<file path="config.mk">
export PLATFORM = sky130hd
export DESIGN_NAME = mnist_image_feeder
export DESIGN_NICKNAME = d
export VERILOG_FILES = /design/src/rtl/mnist_image_feeder.sv
export SDC_FILE = /design/constraint.sdc
export NUM_CORES = 1
export LEC_CHECK = 0
export CORE_UTILIZATION = 50
export CTS_BUF_LIST = sky130_fd_sc_hd__clkbuf_2
export DETAILED_ROUTE_END_ITERATION = 12
export GPL_TIMING_DRIVEN = 1
export HOLD_SLACK_MARGIN = 0.1
export PLACE_DENSITY = 0.71
export SLEW_MARGIN = 20
export SYNTH_ARGS = -nofsm -noshare
export SYNTH_HDL_FRONTEND = slang
export SYNTH_SLANG_ARGS = --single-unit
</file>
<file path="constraint.sdc">
create_clock -name clk -period 2.19 [get_ports clk]
set_input_delay 0.438 -clock clk [delete_from_list [all_inputs] [get_ports clk]]
set_output_delay 0.438 -clock clk [all_outputs]
set_load 0.02 [all_outputs]
</file>
<file path="src/rtl/mnist_image_feeder.sv">
// Collects one 8x8 image, quantizes pixels to 2 bits, streams 16 packed words to the
// inference core and returns its prediction. Define FEEDER_TIMEOUT_EN to add a WAIT watchdog.
module mnist_image_feeder #(
  parameter int THR1           = 64,
  parameter int THR2           = 128,
  parameter int THR3           = 192,
  parameter int TIMEOUT_CYCLES = 8191
) (
  input  logic       clk,
  input  logic       rst_n,
  input  logic       s_valid,
  output logic       s_ready,
  input  logic [7:0] s_data,
  output logic       nn_start,
  output logic [7:0] nn_pixels,
  input  logic       nn_done,
  input  logic [3:0] nn_prediction,
  output logic       r_valid,
  input  logic       r_ready,
  output logic [3:0] r_digit,
  output logic       r_error,
  output logic       busy
);

  typedef enum logic [2:0] {COLLECT, START, STREAM, WAIT, RESULT} state_t;

  localparam logic [8:0] T1 = 9'(THR1);
  localparam logic [8:0] T2 = 9'(THR2);
  localparam logic [8:0] T3 = 9'(THR3);

  if (TIMEOUT_CYCLES < 1 || TIMEOUT_CYCLES > 8191) begin : g_timeout_range
    $error("TIMEOUT_CYCLES must fit the 13-bit watchdog counter");
  end

  state_t     state, state_next;
  logic [5:0] pix_cnt;
  logic [3:0] w;
  logic [3:0] rd_idx;
  logic [1:0] quant;
  logic       accept;
  logic [7:0] pix_buf [16];

  assign quant = ({1'b0, s_data} < T1) ? 2'd0 :
                 ({1'b0, s_data} < T2) ? 2'd1 :
                 ({1'b0, s_data} < T3) ? 2'd2 : 2'd3;

  assign s_ready = (state == COLLECT);
  // Word to present next cycle: word 0 when leaving START, otherwise the one after w.
  assign rd_idx  = (state == STREAM) ? w + 4'd1 : 4'd0;

`ifdef FEEDER_TIMEOUT_EN
  localparam logic [12:0] TIMEOUT_LIMIT = 13'(TIMEOUT_CYCLES);
  logic [12:0] wd_cnt;

  always_ff @(posedge clk or negedge rst_n) begin
    if (!rst_n)             wd_cnt <= '0;
    else if (state != WAIT) wd_cnt <= '0;
    else                    wd_cnt <= wd_cnt + 13'd1;
  end
`endif

  always_comb begin
    state_next = state;
    accept     = 1'b0;
    case (state)
      COLLECT: begin
        if (s_valid) begin
          accept = 1'b1;
          if (pix_cnt == 6'd63) state_next = START;
        end
      end
      START:  state_next = STREAM;
      STREAM: if (w == 4'd15) state_next = WAIT;
      WAIT: begin
        if (nn_done) state_next = RESULT;
`ifdef FEEDER_TIMEOUT_EN
        else if (wd_cnt == TIMEOUT_LIMIT) state_next = RESULT;
`endif
      end
      RESULT:  if (r_ready) state_next = COLLECT;
      default: state_next = COLLECT;
    endcase
  end

  // Image buffer has no reset: every slot is rewritten before the next stream.
  always_ff @(posedge clk) begin
    if (accept) pix_buf[pix_cnt[5:2]][{pix_cnt[1:0], 1'b0} +: 2] <= quant;
  end

  always_ff @(posedge clk or negedge rst_n) begin
    if (!rst_n) begin
      state     <= COLLECT;
      pix_cnt   <= '0;
      w         <= '0;
      nn_start  <= 1'b0;
      nn_pixels <= '0;
      r_valid   <= 1'b0;
      r_digit   <= '0;
      r_error   <= 1'b0;
      busy      <= 1'b0;
    end else begin
      state    <= state_next;
      nn_start <= (state_next == START);
      r_valid  <= (state_next == RESULT);
      busy     <= (state_next != COLLECT);
      if (accept) pix_cnt <= pix_cnt + 6'd1;
      if (state == START)       w <= '0;
      else if (state == STREAM) w <= w + 4'd1;
      nn_pixels <= (state_next == STREAM) ? pix_buf[rd_idx] : 8'h00;
      // Leaving WAIT without nn_done can only be a watchdog expiry.
      if (state == WAIT && state_next == RESULT) begin
        r_digit <= nn_done ? nn_prediction : 4'hF;
        r_error <= !nn_done;
      end
    end
  end

endmodule

</file>
==> run metrics, run 1 <==
initial antenna violation count 0; DIE WIDTH between 100 and 150 um; sum of negative setup slack 0 ns; hold depth 2; Max-cap violations 0; clock share of power 12.3%; post-synthesis cell count roughly 520; clk slew on worst S/H paths roughly 0.19 ns; # port buffers 27; # IOs 34; Residual DRC 0; fin cells 766; Sinks on Clock Net 157; number of global-route vias before repair 4431; largest fanout on the critical path 9; ant diodes 0; min cycle time layout 2.14 ns; fin util about three fifths; cell taking the most area after synthesis edfxtp_1; Worst Reg2Reg Path Length in Cells 6; worst slew pin tran ~0.66 ns; Crit. End Element register; CTS buffer count 17; Peak VDD IR 0.797 mV; Startpoint Class register; Design Power 9900 uW; status finished, final reports clean; Slew Limit Fails 0; number of distinct library cells after synthesis 47; htree depth 4; Post-synth ARST share 18.5%; grt total ovfl 0; final net count 605; area grow syn2layout 15.1%; GPL Wtd Cong 0.830; DRT iter0 DRCs 622; syn avg cell area 12.9 um^2; Comb pwr share 48.9%; final WL 15.7 mm; wire length of the first global-routing pass 24.5 mm; final hold vios 0; sequential share of power 38.8%; RSZ-0062 raised after global routing true; max frequency 468 MHz; count of flip-flops with a built-in enable after synthesis 128; area share of the largest cell type after synthesis 57.7%; Die ar. between 10000 and 15000 um^2; worst-skew pair later-pin latency about 0.70 ns; commonest non-fill, non-tap cell in the layout edfxtp_1; Vias/cell 5.82; CTS tree done; Core ar. 12800 um^2; vias 4460; critical setup path kind register to register; fin crit share a little over nine tenths; Clock Skews 0.0272 ns; drt pass-1 iters 5; All-Layer GR Usage 24.2%; synth top area cells edfxtp_1 (58%), dfrtp_1 (11%), nor2_1 (4.5%); share of layout cells above drive strength 1 17.7%; Cell Int Power around 6000 uW; PwrDens 1290 nW/um^2; CP Data Required Time approximately 2.8 ns; number of core rows 41; Starting Density 51.9%; slew margin rel. 56.1%; Detail Route Antenna Nets 0; post-synthesis sequential area ratio 68.6%; Root Buffer clkbuf_2; YS warnings 0; HPWL after DPL around 11 mm; final setup vio count 0; sw frac 39.9%; WL/cell between 20 and 25 um; # placed instances 729; most frequent cells in the layout edfxtp_1 (128), nor2_1 (78), nand2_1 (77); Die Ht 117 um; Clock Path Buffers 2; setup slack, reg-to-reg 0.05 ns; NetSw 3950 uW; flops & latches, synth about 160; Synthesized Nets about 540; Lkg Pwr approximately 0.0029 uW; Post-Synthesis Cell Area 6660 um^2; Min-Delay Path Class primary input to register; Top FF cell, synth edfxtp_1; CP arrival 2.74 ns; largest net degree at the start of global routing 30
==> flip-flops by register name (all words and copies together), names as in the netlist <==
name / cells
nn_pixels: 8
r_error: 1
state: 3
r_valid: 1
w: 4
r_digit: 4
pix_buf: 128
nn_start: 1
pix_cnt: 6
busy: 1
==> critical path: stages (launching register included) <==
cell and delay, ns:
dfrtp_2 0.44, buf_4 0.17, or4b_1 0.55, buf_4 0.22, a221oi_1 0.25, a2111oi_0 0.11, o31a_1 0.31
==> power groups by stage <==
| stage | sequential, uW | clock [uW] | combinational (uW) |
|---|---|---|---|
| after floorplan | 3950 | 0 | 2720 |
| after global placement | 3900 | 0 | 4490 |
| after detailed placement | 3920 | 0 | 4610 |
| after CTS | 3850 | 1240 | 4640 |
| after global routing | 3880 | 1340 | 5200 |
| final | 3840 | 1210 | 4840 |
==> cell families after synthesis <==
| kind of cell | count (synthesis) | share of synthesized area, % |
|---|---|---|
| buf+inv | 35 | 2.27 |
| xor+xnor | 8 | 1.05 |
| mux | 22 | 3.61 |
| flops | 157 | 68.6 |
| simple gates | 201 | 13.6 |
| fa+ha+maj | 7 | 1.32 |
| compound gates | 87 | 9.53 |
==> what timing repair did <==
item / 4_1_cts / 5_1_grt
resized for setup: 14 / 17
setup endpoints to repair: 13 / 26
hold endpoints to repair: 29 / 0
pin swaps: 0 / 2
buffers inserted: 2 / 2
hold buffers: 1 / 0
==> per-stage QoR <==
step                      hold WS [ns]  setup slack (ns)  area, um^2
final                            0.294            0.0542        7660
after floorplan                  0.142            -0.143        6660
after global placement           0.476             0.108        7380
after CTS                        0.231           0.00510        7580
after detailed placement         0.484           -0.0241        7380
after global routing             0.253           -0.0302        7660
==> metal layers <==
layer	track usage (%)	share of wire [%]
met1	33.7	41
met2	37.4	48
met3	4.86	9.0
met4	9.66	2.4
met5	0	0
==> cell usage after synthesis, drive strengths merged (6+ instances only) <==
cell type / n
a221o: 12
mux2i: 15
inv: 6
o221a: 6
ha: 7
a21oi: 24
nand3: 12
nor2: 80
nand2: 77
edfxtp: 128
buf: 13
nor2b: 6
dfrtp: 29
a22oi: 6
mux2: 6
o22ai: 17
clkbuf: 16
==> final timing paths <==
check | startpoint | endpoint
min reg2reg | r_error | r_error
max reg2reg | state[2] | nn_pixels[5]
max | state[2] | nn_pixels[5]
min in group asynchronous | rst_n | nn_pixels[7]
max in group asynchronous | rst_n | state[0]
min | r_ready | r_valid
==> layout make-up <==
| cell class | count | area, um^2 |
|---|---|---|
| Tap cell | 172 | 215 |
| Multi-Input combinational cell | 325 | 2010 |
| Clock buffer | 26 | 130 |
| Timing Repair Buffer | 74 | 681 |
| Clock inverter | 6 | 25.0 |
| Inverter | 6 | 22.5 |
| Sequential cell | 157 | 4570 |
| Fill cell | 1039 | 5170 |
(Power assumes the default switching activity.)
==> run 2: changes to the inputs <==
Settings changed: CELL_PAD_IN_SITES_DETAIL_PLACEMENT set to 0, CELL_PAD_IN_SITES_GLOBAL_PLACEMENT set to 2, CORE_UTILIZATION 50 to 39, PLACE_DENSITY 0.71 to unset, PLACE_DENSITY_LB_ADDON set to 0.1, SLEW_MARGIN 20 to 0.
==> run 2 against run 1 <==
Net effect: final cell count is 8.6% higher; hold slack got worse by 0.036 ns; utilization fell by 12 points; global-route usage down 2.4 points; sequential cell count did not move; sequential power is essentially flat.
==> run metrics, run 2 (synthesis gave the netlist of run 1 again) <==
WL/cell 21.5 um (was 20.5 um); Die Ht 133 um (was 117 um); CP bufs+invs 2 (unchanged); RSZ-0062 raised after global routing true (unchanged); slowest CP cell or4b_4 (was or4b_1); final WL 17.9 mm (was 15.7 mm); grt total ovfl 0 (unchanged); Lkg Pwr 0.00298 uW (was 0.00287 uW); Die ar. 17600 um^2 (was 13800 um^2); fin crit share 99.5% (was 97.5%); Peak VDD IR 0.807 mV (was 0.797 mV); Residual DRC 0 (unchanged); # IOs 34 (unchanged); number of global-route vias before repair 4526 (was 4431); worst reg2reg path startpoint state[0] (was state[2]); drt pass-1 iters 5 (unchanged); crit path launch state[0] (was state[2]); CP most frequent cell buf_4 (unchanged); number of core rows 47 (was 41); max frequency 459 MHz (was 468 MHz); Slew Limit Fails 0 (unchanged); slew margin rel. 54.2% (was 56.1%); DP Worst Slack -0.218 ns (was -0.0241 ns); Starting Density 40.0% (was 51.9%); CTS tree done (unchanged); Vias/cell 5.33 (was 5.82); CP Data Required Time 2.90 ns (was 2.79 ns); min cycle time layout 2.18 ns (was 2.14 ns); CP Cell Sequence buf_4, or4b_4, buf_4, mux2i_1, a221oi_2, o31a_1, o21a_1 (was buf_4, or4b_1, buf_4, a221oi_1, a2111oi_0, o31a_1); final hold vios 0 (unchanged); Max-cap violations 0 (unchanged); final setup vio count 0 (unchanged); DRT iter0 DRCs 429 (was 622); Clock Skews 0.0345 ns (was 0.0272 ns); # port buffers 27 (unchanged); Root Buffer clkbuf_2 (unchanged); largest net degree at the start of global routing 30 (unchanged); CP arrival 2.89 ns (was 2.74 ns); final net count 622 (was 605); critical setup path kind register to register (unchanged); commonest non-fill, non-tap cell in the layout edfxtp_1 (unchanged); Setup WS post-layout 0.0120 ns (was 0.0542 ns); largest fanout on the critical path 5 (was 9); DIE WIDTH 133 um (was 117 um); worst slew pin tran 0.686 ns (was 0.658 ns); Crit. End Element register (unchanged); most frequent cells in the layout edfxtp_1 (128), nor2_1 (77), nand2_1 (75) (was edfxtp_1 (128), nor2_1 (78), nand2_1 (77)); Startpoint Class register (unchanged); Core ar. 16600 um^2 (was 12800 um^2); Largest register FFs 128 (unchanged); area grow syn2layout 20.0% (was 15.1%); wire length of the first global-routing pass 27.3 mm (was 24.5 mm); Min-Delay Path Class primary input to register (unchanged); share of layout cells above drive strength 1 21.6% (was 17.7%); PwrDens 1360 nW/um^2 (was 1290 nW/um^2); vias 4433 (was 4460); Crit path max-delay family compound AO/OA/AOI/OAI gates (unchanged); worst-skew pair later-pin latency 0.76 ns (was 0.70 ns); initial antenna violation count 1 (was 0); fin util 48.0% (was 59.7%); status finished, final reports clean (unchanged); Detail Route Antenna Nets 0 (unchanged); All-Layer GR Usage 21.9% (was 24.2%); Clock Path Buffers 2 (unchanged); critical path's largest stage delay 0.58 ns (was 0.55 ns); GPL Wtd Cong 0.754 (was 0.830); htree depth 4 (unchanged); CTS buffer count 17 (unchanged); hold_sp r_ready (unchanged); Sinks on Clock Net 157 (unchanged); clk slew on worst S/H paths 0.21 ns (was 0.19 ns); HPWL after DPL 12.2 mm (was 10.6 mm)
-- run 2: changes by cell type in the layout (fill, tap and decap cells not counted), sizes merged --
cell	delta
bufinv	+4
clkdlybuf4s50	-8
clkinv	-3
dlymetal6s2s	-5
clkbuf	-5
buf	+17
inv	+3
dlygate4sd2	+13
diode	+1
clkinvlp	+1
-- run 2: cell type report --
| cell class | count | area, um^2 |
|---|---|---|
| flip-flops and latches | 157 | 4570 |
| repair buffers | 91 | 803 |
| diodes | 1 | 2.50 |
| multi-input cells | 325 | 2040 |
| clock inverters | 11 | 165 |
| fillers | 1517 | 8650 |
| well taps | 220 | 275 |
| inverters | 6 | 22.5 |
| clock buffers | 21 | 105 |
-- run 2: what timing repair did --
item	4_1_cts	5_1_grt
endpoints found under the setup margin	41	24
hold buffers	1	0
endpoints found under the hold margin	29	0
gates resized for setup	36	14
buffers inserted	3	3
pin swaps	1	0
-- run 2: layer usage --
layer	GRT usage [%]	wire length, um	vias up
li1	-	-	2083
met1	29.6	8060	2240
met2	36.1	8820	94
met3	4.14	813	16
met4	5.75	181	0
met5	0	0	-
-- run 2: per-stage QoR --
| step | total power (uW) | setup TNS (ns) | cells | hold slack (ns) | instance area, um^2 |
|---|---|---|---|---|---|
| detailed placement | 8930 | -2.75 | 792 | 0.483 | 7570 |
| floorplan | 6670 | -4.57 | 517 | 0.142 | 6660 |
| global placement | 8890 | -0.682 | 792 | 0.474 | 7570 |
| finish | 10800 | 0 | 832 | 0.258 | 7990 |
| CTS | 10800 | -0.0413 | 828 | 0.191 | 7900 |
| global route | 11500 | -0.157 | 832 | 0.193 | 7990 |
-- run 2: final timing paths --
path	slack [ns]	cells past startpoint	to
max reg2reg	0.01	7	nn_pixels[6]
max	0.01	7	nn_pixels[6]
min	0.26	2	r_valid
min in group asynchronous	0.60	3	nn_pixels[7]
max in group asynchronous	1.24	3	state[2]
min reg2reg	0.52	1	r_error
-- run 2: report_power, final --
group	internal, uW	switching [uW]	leakage [uW]
clock	769	1010	0.000169
combinational	2130	3080	0.00126
sequential	3660	183	0.00155
total	6560	4270	0.00298
